### config.mk
export PLATFORM = sky130hd
export DESIGN_NAME = decode_stage
export DESIGN_NICKNAME = d
export VERILOG_FILES = /design/src/rtl/miri_pkg.sv /design/src/rtl/regfile.sv /design/src/rtl/decode_stage.sv
export SDC_FILE = /design/constraint.sdc
export NUM_CORES = 2
export LEC_CHECK = 0
export ABC_AREA = 1
export CORE_MARGIN = 5
export CORE_UTILIZATION = 40
export DETAILED_ROUTE_END_ITERATION = 12
export PLACE_DENSITY = 0.55
export SLEW_MARGIN = 20
export SYNTH_ARGS = -nofsm -noshare
export SYNTH_HDL_FRONTEND = slang
export SYNTH_SLANG_ARGS = --single-unit
### constraint.sdc
create_clock -name clk -period 6.7 [get_ports clk]
set_input_delay 1.005 -clock clk [delete_from_list [all_inputs] [get_ports clk]]
set_output_delay 1.005 -clock clk [all_outputs]
set_load 0.01 [all_outputs]
### src/rtl/miri_pkg.sv
// Shared decode constants: opcodes, opclass encoding and instruction field positions.
package miri_pkg;

  localparam logic [6:0] OP_ALU_R  = 7'b0110011;
  localparam logic [6:0] OP_ALU_I  = 7'b0010011;
  localparam logic [6:0] OP_LOAD   = 7'b0000011;
  localparam logic [6:0] OP_STORE  = 7'b0100011;
  localparam logic [6:0] OP_BRANCH = 7'b1100011;
  localparam logic [6:0] OP_JUMP   = 7'b1101111;

  typedef enum logic [2:0] {
    OPC_ALU_R   = 3'd0,
    OPC_ALU_I   = 3'd1,
    OPC_LOAD    = 3'd2,
    OPC_STORE   = 3'd3,
    OPC_BRANCH  = 3'd4,
    OPC_JUMP    = 3'd5,
    OPC_ILLEGAL = 3'd6
  } opclass_e;

  localparam int OPCODE_LSB = 0;
  localparam int OPCODE_MSB = 6;
  localparam int RD_LSB     = 7;
  localparam int RD_MSB     = 11;
  localparam int FUNCT3_LSB = 12;
  localparam int FUNCT3_MSB = 14;
  localparam int RS1_LSB    = 15;
  localparam int RS1_MSB    = 19;
  localparam int RS2_LSB    = 20;
  localparam int RS2_MSB    = 24;
  localparam int FUNCT7_LSB = 25;
  localparam int FUNCT7_MSB = 31;

  function automatic opclass_e classify(input logic [6:0] opcode);
    case (opcode)
      OP_ALU_R:  return OPC_ALU_R;
      OP_ALU_I:  return OPC_ALU_I;
      OP_LOAD:   return OPC_LOAD;
      OP_STORE:  return OPC_STORE;
      OP_BRANCH: return OPC_BRANCH;
      OP_JUMP:   return OPC_JUMP;
      default:   return OPC_ILLEGAL;
    endcase
  endfunction

  // Only these classes actually consume rs2, so only they can hazard on it.
  function automatic logic uses_rs2(input opclass_e cls);
    return (cls == OPC_ALU_R) || (cls == OPC_STORE) || (cls == OPC_BRANCH);
  endfunction

endpackage

### src/rtl/regfile.sv
// Architectural register file: two combinational read ports with writeback bypass, one write port.
module regfile #(
  parameter int NREGS = 32,
  parameter int XLEN  = 32,
  parameter int IDX_W = $clog2(NREGS)
) (
  input  logic             clk,
  input  logic             reset,
  input  logic [IDX_W-1:0] ra1,
  input  logic [IDX_W-1:0] ra2,
  output logic [XLEN-1:0]  rd1,
  output logic [XLEN-1:0]  rd2,
  input  logic             we,
  input  logic [IDX_W-1:0] wa,
  input  logic [XLEN-1:0]  wd
);

  logic [XLEN-1:0] mem [NREGS];

  always_ff @(posedge clk) begin
    if (reset) begin
      for (int i = 0; i < NREGS; i++) mem[i] <= '0;
    end else if (we && (wa != '0)) begin
      mem[wa] <= wd;
    end
  end

  // x0 is hardwired to zero; otherwise an in-flight write wins over stored contents.
  always_comb begin
    rd1 = mem[ra1];
    rd2 = mem[ra2];
    if (we && (wa == ra1)) rd1 = wd;
    if (we && (wa == ra2)) rd2 = wd;
    if (ra1 == '0) rd1 = '0;
    if (ra2 == '0) rd2 = '0;
  end

endmodule

### src/rtl/decode_stage.sv
// Decode stage: field split, immediate generation, register read, load-use hazard
// detection and the decode/execute pipeline register.
module decode_stage
  import miri_pkg::*;
#(
  parameter int NREGS = 32,
  parameter int XLEN  = 32
) (
  input  logic            clk,
  input  logic            reset,
  input  logic [31:0]     instruction,
  input  logic [XLEN-1:0] PCnext,
  input  logic            valid_in,
  input  logic            wrt_en,
  input  logic            flush,
  input  logic            wb_en,
  input  logic [4:0]      wb_rd,
  input  logic [XLEN-1:0] wb_data,
  output logic            valid_out,
  output logic [XLEN-1:0] pc_out,
  output logic [2:0]      opclass,
  output logic [2:0]      funct3,
  output logic [6:0]      funct7,
  output logic [4:0]      rd,
  output logic [4:0]      rs1_idx,
  output logic [4:0]      rs2_idx,
  output logic [XLEN-1:0] rs1_data,
  output logic [XLEN-1:0] rs2_data,
  output logic [XLEN-1:0] imm,
  output logic            stall_fetch
);

  localparam int IDX_W = $clog2(NREGS);

  opclass_e               opclass_p0;
  logic [4:0]             rd_p0;
  logic [4:0]             rs1_p0;
  logic [4:0]             rs2_p0;
  logic [2:0]             funct3_p0;
  logic [6:0]             funct7_p0;
  logic [XLEN-1:0]        rs1_data_p0;
  logic [XLEN-1:0]        rs2_data_p0;
  logic signed [XLEN-1:0] imm_p0;
  logic signed [11:0]     imm_i;
  logic signed [11:0]     imm_s;
  logic signed [12:0]     imm_b;
  logic signed [20:0]     imm_j;
  logic                   hazard;

  // Stage p0: combinational decode of the incoming instruction
  assign opclass_p0 = classify(instruction[OPCODE_MSB:OPCODE_LSB]);
  assign rd_p0      = instruction[RD_MSB:RD_LSB];
  assign funct3_p0  = instruction[FUNCT3_MSB:FUNCT3_LSB];
  assign rs1_p0     = instruction[RS1_MSB:RS1_LSB];
  assign rs2_p0     = instruction[RS2_MSB:RS2_LSB];
  assign funct7_p0  = instruction[FUNCT7_MSB:FUNCT7_LSB];

  assign imm_i = instruction[31:20];
  assign imm_s = {instruction[31:25], instruction[11:7]};
  assign imm_b = {instruction[31], instruction[7], instruction[30:25], instruction[11:8], 1'b0};
  assign imm_j = {instruction[31], instruction[19:12], instruction[20], instruction[30:21], 1'b0};

  always_comb begin
    imm_p0 = '0;
    case (opclass_p0)
      OPC_ALU_I, OPC_LOAD: imm_p0 = XLEN'(imm_i);
      OPC_STORE:           imm_p0 = XLEN'(imm_s);
      OPC_BRANCH:          imm_p0 = XLEN'(imm_b);
      OPC_JUMP:            imm_p0 = XLEN'(imm_j);
      default:             imm_p0 = '0;
    endcase
  end

  regfile #(.NREGS(NREGS), .XLEN(XLEN)) u_regfile (
    .clk   (clk),
    .reset (reset),
    .ra1   (rs1_p0[IDX_W-1:0]),
    .ra2   (rs2_p0[IDX_W-1:0]),
    .rd1   (rs1_data_p0),
    .rd2   (rs2_data_p0),
    .we    (wb_en),
    .wa    (wb_rd[IDX_W-1:0]),
    .wd    (wb_data)
  );

  // A load still in the output register whose result the incoming instruction needs.
  assign hazard = valid_in && valid_out && (opclass == 3'(OPC_LOAD)) && (rd != '0) &&
                  ((rd == rs1_p0) || (uses_rs2(opclass_p0) && (rd == rs2_p0)));

  assign stall_fetch = hazard && !flush && wrt_en && !reset;

  // Stage p1: decode/execute pipeline register
  always_ff @(posedge clk) begin
    if (reset) begin
      valid_out <= 1'b0;
      pc_out    <= '0;
      opclass   <= '0;
      funct3    <= '0;
      funct7    <= '0;
      rd        <= '0;
      rs1_idx   <= '0;
      rs2_idx   <= '0;
      rs1_data  <= '0;
      rs2_data  <= '0;
      imm       <= '0;
    end else if (flush) begin
      valid_out <= 1'b0;
    end else if (!wrt_en) begin
      valid_out <= valid_out;
    end else if (stall_fetch) begin
      valid_out <= 1'b0;
    end else begin
      valid_out <= valid_in;
      pc_out    <= PCnext;
      opclass   <= opclass_p0;
      funct3    <= funct3_p0;
      funct7    <= funct7_p0;
      rd        <= rd_p0;
      rs1_idx   <= rs1_p0;
      rs2_idx   <= rs2_p0;
      rs1_data  <= rs1_data_p0;
      rs2_data  <= rs2_data_p0;
      imm       <= imm_p0;
    end
  end

endmodule
==> results.toml <==
[floorplan]
die_y_um = 410.6
io_pins = 265
num_rows = 147
dieArea_um2 = 168600
coreArea_um2 = 160000
die_w_um = 410.6
initial_core_util = 0.4011

[global_route]
grt_use_total = 0.3141
antenna_found_initial = 13
gr-total-overflow = 0
grt_pass1_wl_um = 388100
grt_max_degree = 190
grt_pass1_vias = 54880

[critical_path]
critPathMaxFanout = 33
arrival_ns = 4.88
crit_required_ns = 7.11
criticalPathCategory = "primary input to flop"
critPathLaunchType = "primary input"
endpoint_kind = "flop"

[detailed_routing]
ant_nets = 0
drc = 0
wl_um = 274600
wl_per_cell_um = 27.17
dr.pass1.iters = 8
vias = 59780
drtIter0Drc = 8905
vias_per_cell = 5.913

[outcome]
status = "completed"

[min_path]
hp-class = "flop to flop"

[sta]
slew_headroom = 0.1928
fmax_mhz = 224.0
min_period_ns = 4.464
drv_slew = 0
finalSetupViolCount = 0
skew_ns = 0.02425
fin_setup_tns_ns = 0
rsz0062_at_grt = "false"
hold_violations = 0
worst_pin_slew_ns = 1.207
post-route-period-util = 0.6662

[synth]
synth_top_area_frac = 0.4791
synth_async_sr_flop_share = 0
syn_area_um2 = 64180
synth_top_area_cell = "edfxtp_1"
synth_area_per_cell_um2 = 7.988
synth_seq_area_share = 0.5247
synth_seq_cells = 1170
yosys_warnings = 0
synth.most_common_cell = "nand2_1"
synth.distinct_cells = 36
syn_inst = 8034
netlist_top_cells_area = "edfxtp_1 48%, nand3_1 9.7%, nand2_1 9.6%, nor2_1 8.3%, o211ai_1 4.6%"
synth_edf_count = 1024
ys.flop_type = "edfxtp_1"
synth_common_cells = "1636 x nand2_1, 1415 x nor2_1, 1246 x nand3_1"

[clock_tree]
clockRootBuffer = "clkbuf_16"
cts_resized = 0
post_cts_buffers = 0
clock-sinks = 1170
clkLatencyLatePin_ns = 0.80
cts_tree = "built"
cts_hold_buf = 0
cts.clk_slew.worst_paths_ns = 0.06
clock_path_buffers = 3
cts-buffers-inserted = 138
htree_num_levels = 4

[layout]
num-fill-cells = 15680
multi_input_area_um2 = 24610
drive_gt1_frac = 0.05998
final-seq-area_um2 = 33670
postLayoutCellArea_um2 = 72020
fin_nets = 8017
syn2layout_area_growth_pct = 12.22

[pwr]
clockPowerShare = 0.395
p_int_uw = 13120
p_total_uw = 18440
p_comb_frac = 0.144
swShare = 0.2883
ir_drop_uv = 277.6
pwr-share-seq = 0.461
leakage_uw = 0.02978
power-per-cell-area_nw_per_um2 = 256.0
power.switching_uw = 5317

[placement]
placedInstanceArea_um2 = 67770
io_buffers = 264
globalplace.congestion = 0.9185
dp_hpwl_um = 162200

[job]
maxCapViolCount = 0
[cell usage in the layout, fill, tap and decap left out, types with 3 or more instances in the layout]
| cell type | instances |
|---|---|
| nor3_1 | 17 |
| clkinv_2 | 24 |
| conb_1 | 32 |
| o211ai_1 | 396 |
| clkinv_1 | 30 |
| inv_2 | 16 |
| inv_6 | 9 |
| clkbuf_1 | 36 |
| clkbuf_4 | 3 |
| a22oi_1 | 4 |
| buf_12 | 10 |
| nand2_1 | 1593 |
| o21ai_1 | 11 |
| nor2_1 | 1414 |
| clkinvlp_4 | 3 |
| o21ai_0 | 265 |
| o21bai_1 | 37 |
| xnor2_1 | 5 |
| edfxtp_1 | 1024 |
| clkbuf_16 | 146 |
| inv_1 | 756 |
| buf_4 | 143 |
| diode_2 | 4 |
| buf_8 | 4 |
| o22ai_1 | 6 |
| or2_2 | 52 |
| nand2_2 | 38 |
| dfxtp_1 | 146 |
| nor3_2 | 4 |
| xor2_1 | 7 |
| nand4_1 | 3 |
| clkbuf_8 | 3 |
| a21oi_1 | 255 |
| nand2_4 | 6 |
| clkdlybuf4s50_1 | 253 |
| nand3_1 | 1245 |
[sequential cells by signal, summed over array words and instances (netlist names), 7 cells and up]
register,count
u_regfile.mem,1024
pc_out,32
rs2_data,32
funct7,7
imm,21
rs1_data,32
[final cells by class]
type / instances / area share
clock inverter: 61 / 0.005299
multi-input combinational: 5400 / 0.3417
timing repair buffer: 414 / 0.05413
antenna: 4 / 0.0001390
tap: 2086 / 0.03624
inverter: 786 / 0.04150
clock buffer: 188 / 0.05349
sequential: 1170 / 0.4675
[logic make-up (layout without fill, tap and decap cells)]
| logic type | after synthesis | in the layout | share of synthesized area |
|---|---|---|---|
| simple gates | 4379 | 4379 | 0.2838 |
| buf+inv | 1495 | 1449 | 0.09635 |
| flops | 1170 | 1170 | 0.5247 |
| compound gates | 977 | 977 | 0.09346 |
| xor+xnor | 12 | 12 | 0.001638 |
| other cells | 1 | 36 | 0.00005843 |
[routing by layer]
layer  wire length [um]  global-route usage  part of all wire
met5                 52                   0           0.00019
met4              16200              0.1652             0.059
met3              34110             0.07558              0.12
met2             117400              0.4707              0.43
met1             106800              0.4226              0.39
[stage by stage]
stage | std cells | hold WS, ns | setup slack (ns) | utilization
2_1_floorplan | 8065 | 0.4873 | 3.540 | -
3_3_place_gp | 9856 | 0.4523 | 1.268 | 0.4234
3_5_place_dp | 9856 | 0.4552 | 1.683 | 0.4235
4_1_cts | 10110 | 0.4642 | 2.491 | 0.4500
5_1_grt | 10110 | 0.4835 | 2.319 | 0.4501
6_report | 10110 | 0.4624 | 2.236 | 0.4501
[final timing paths]
kind,start,to,slack [ns],cells after the start
worst min register to register,imm[12]$_SDFFE_PP0P_,imm[12]$_SDFFE_PP0P_,0.46,2
worst max-delay path,wb_rd[3],u_regfile.mem[25][15]$_SDFFCE_PN0P_,2.24,5
worst max register to register,rd[3]$_SDFFE_PP0P_,imm[7]$_SDFFE_PP0P_,4.06,8
worst min-delay path,imm[12]$_SDFFE_PP0P_,imm[12]$_SDFFE_PP0P_,0.46,2
[power groups by stage]
stage          clock network (uW)  logic [uW]  registers [uW]
2_1_floorplan                   0        1460            8610
3_3_place_gp                    0        2540            8640
3_5_place_dp                    0        2570            8650
4_1_cts                      7330        2570            8500
5_1_grt                      7610        2800            8540
6_report                     7290        2650            8500
[critical path: stages]
cell	delay, ns
clkdlybuf4s50_1	0.73
inv_1	0.26
nor3_1	1.00
nand2_2	0.95
nand2_4	0.88
Note: power is estimated with default switching activity, not from simulation.
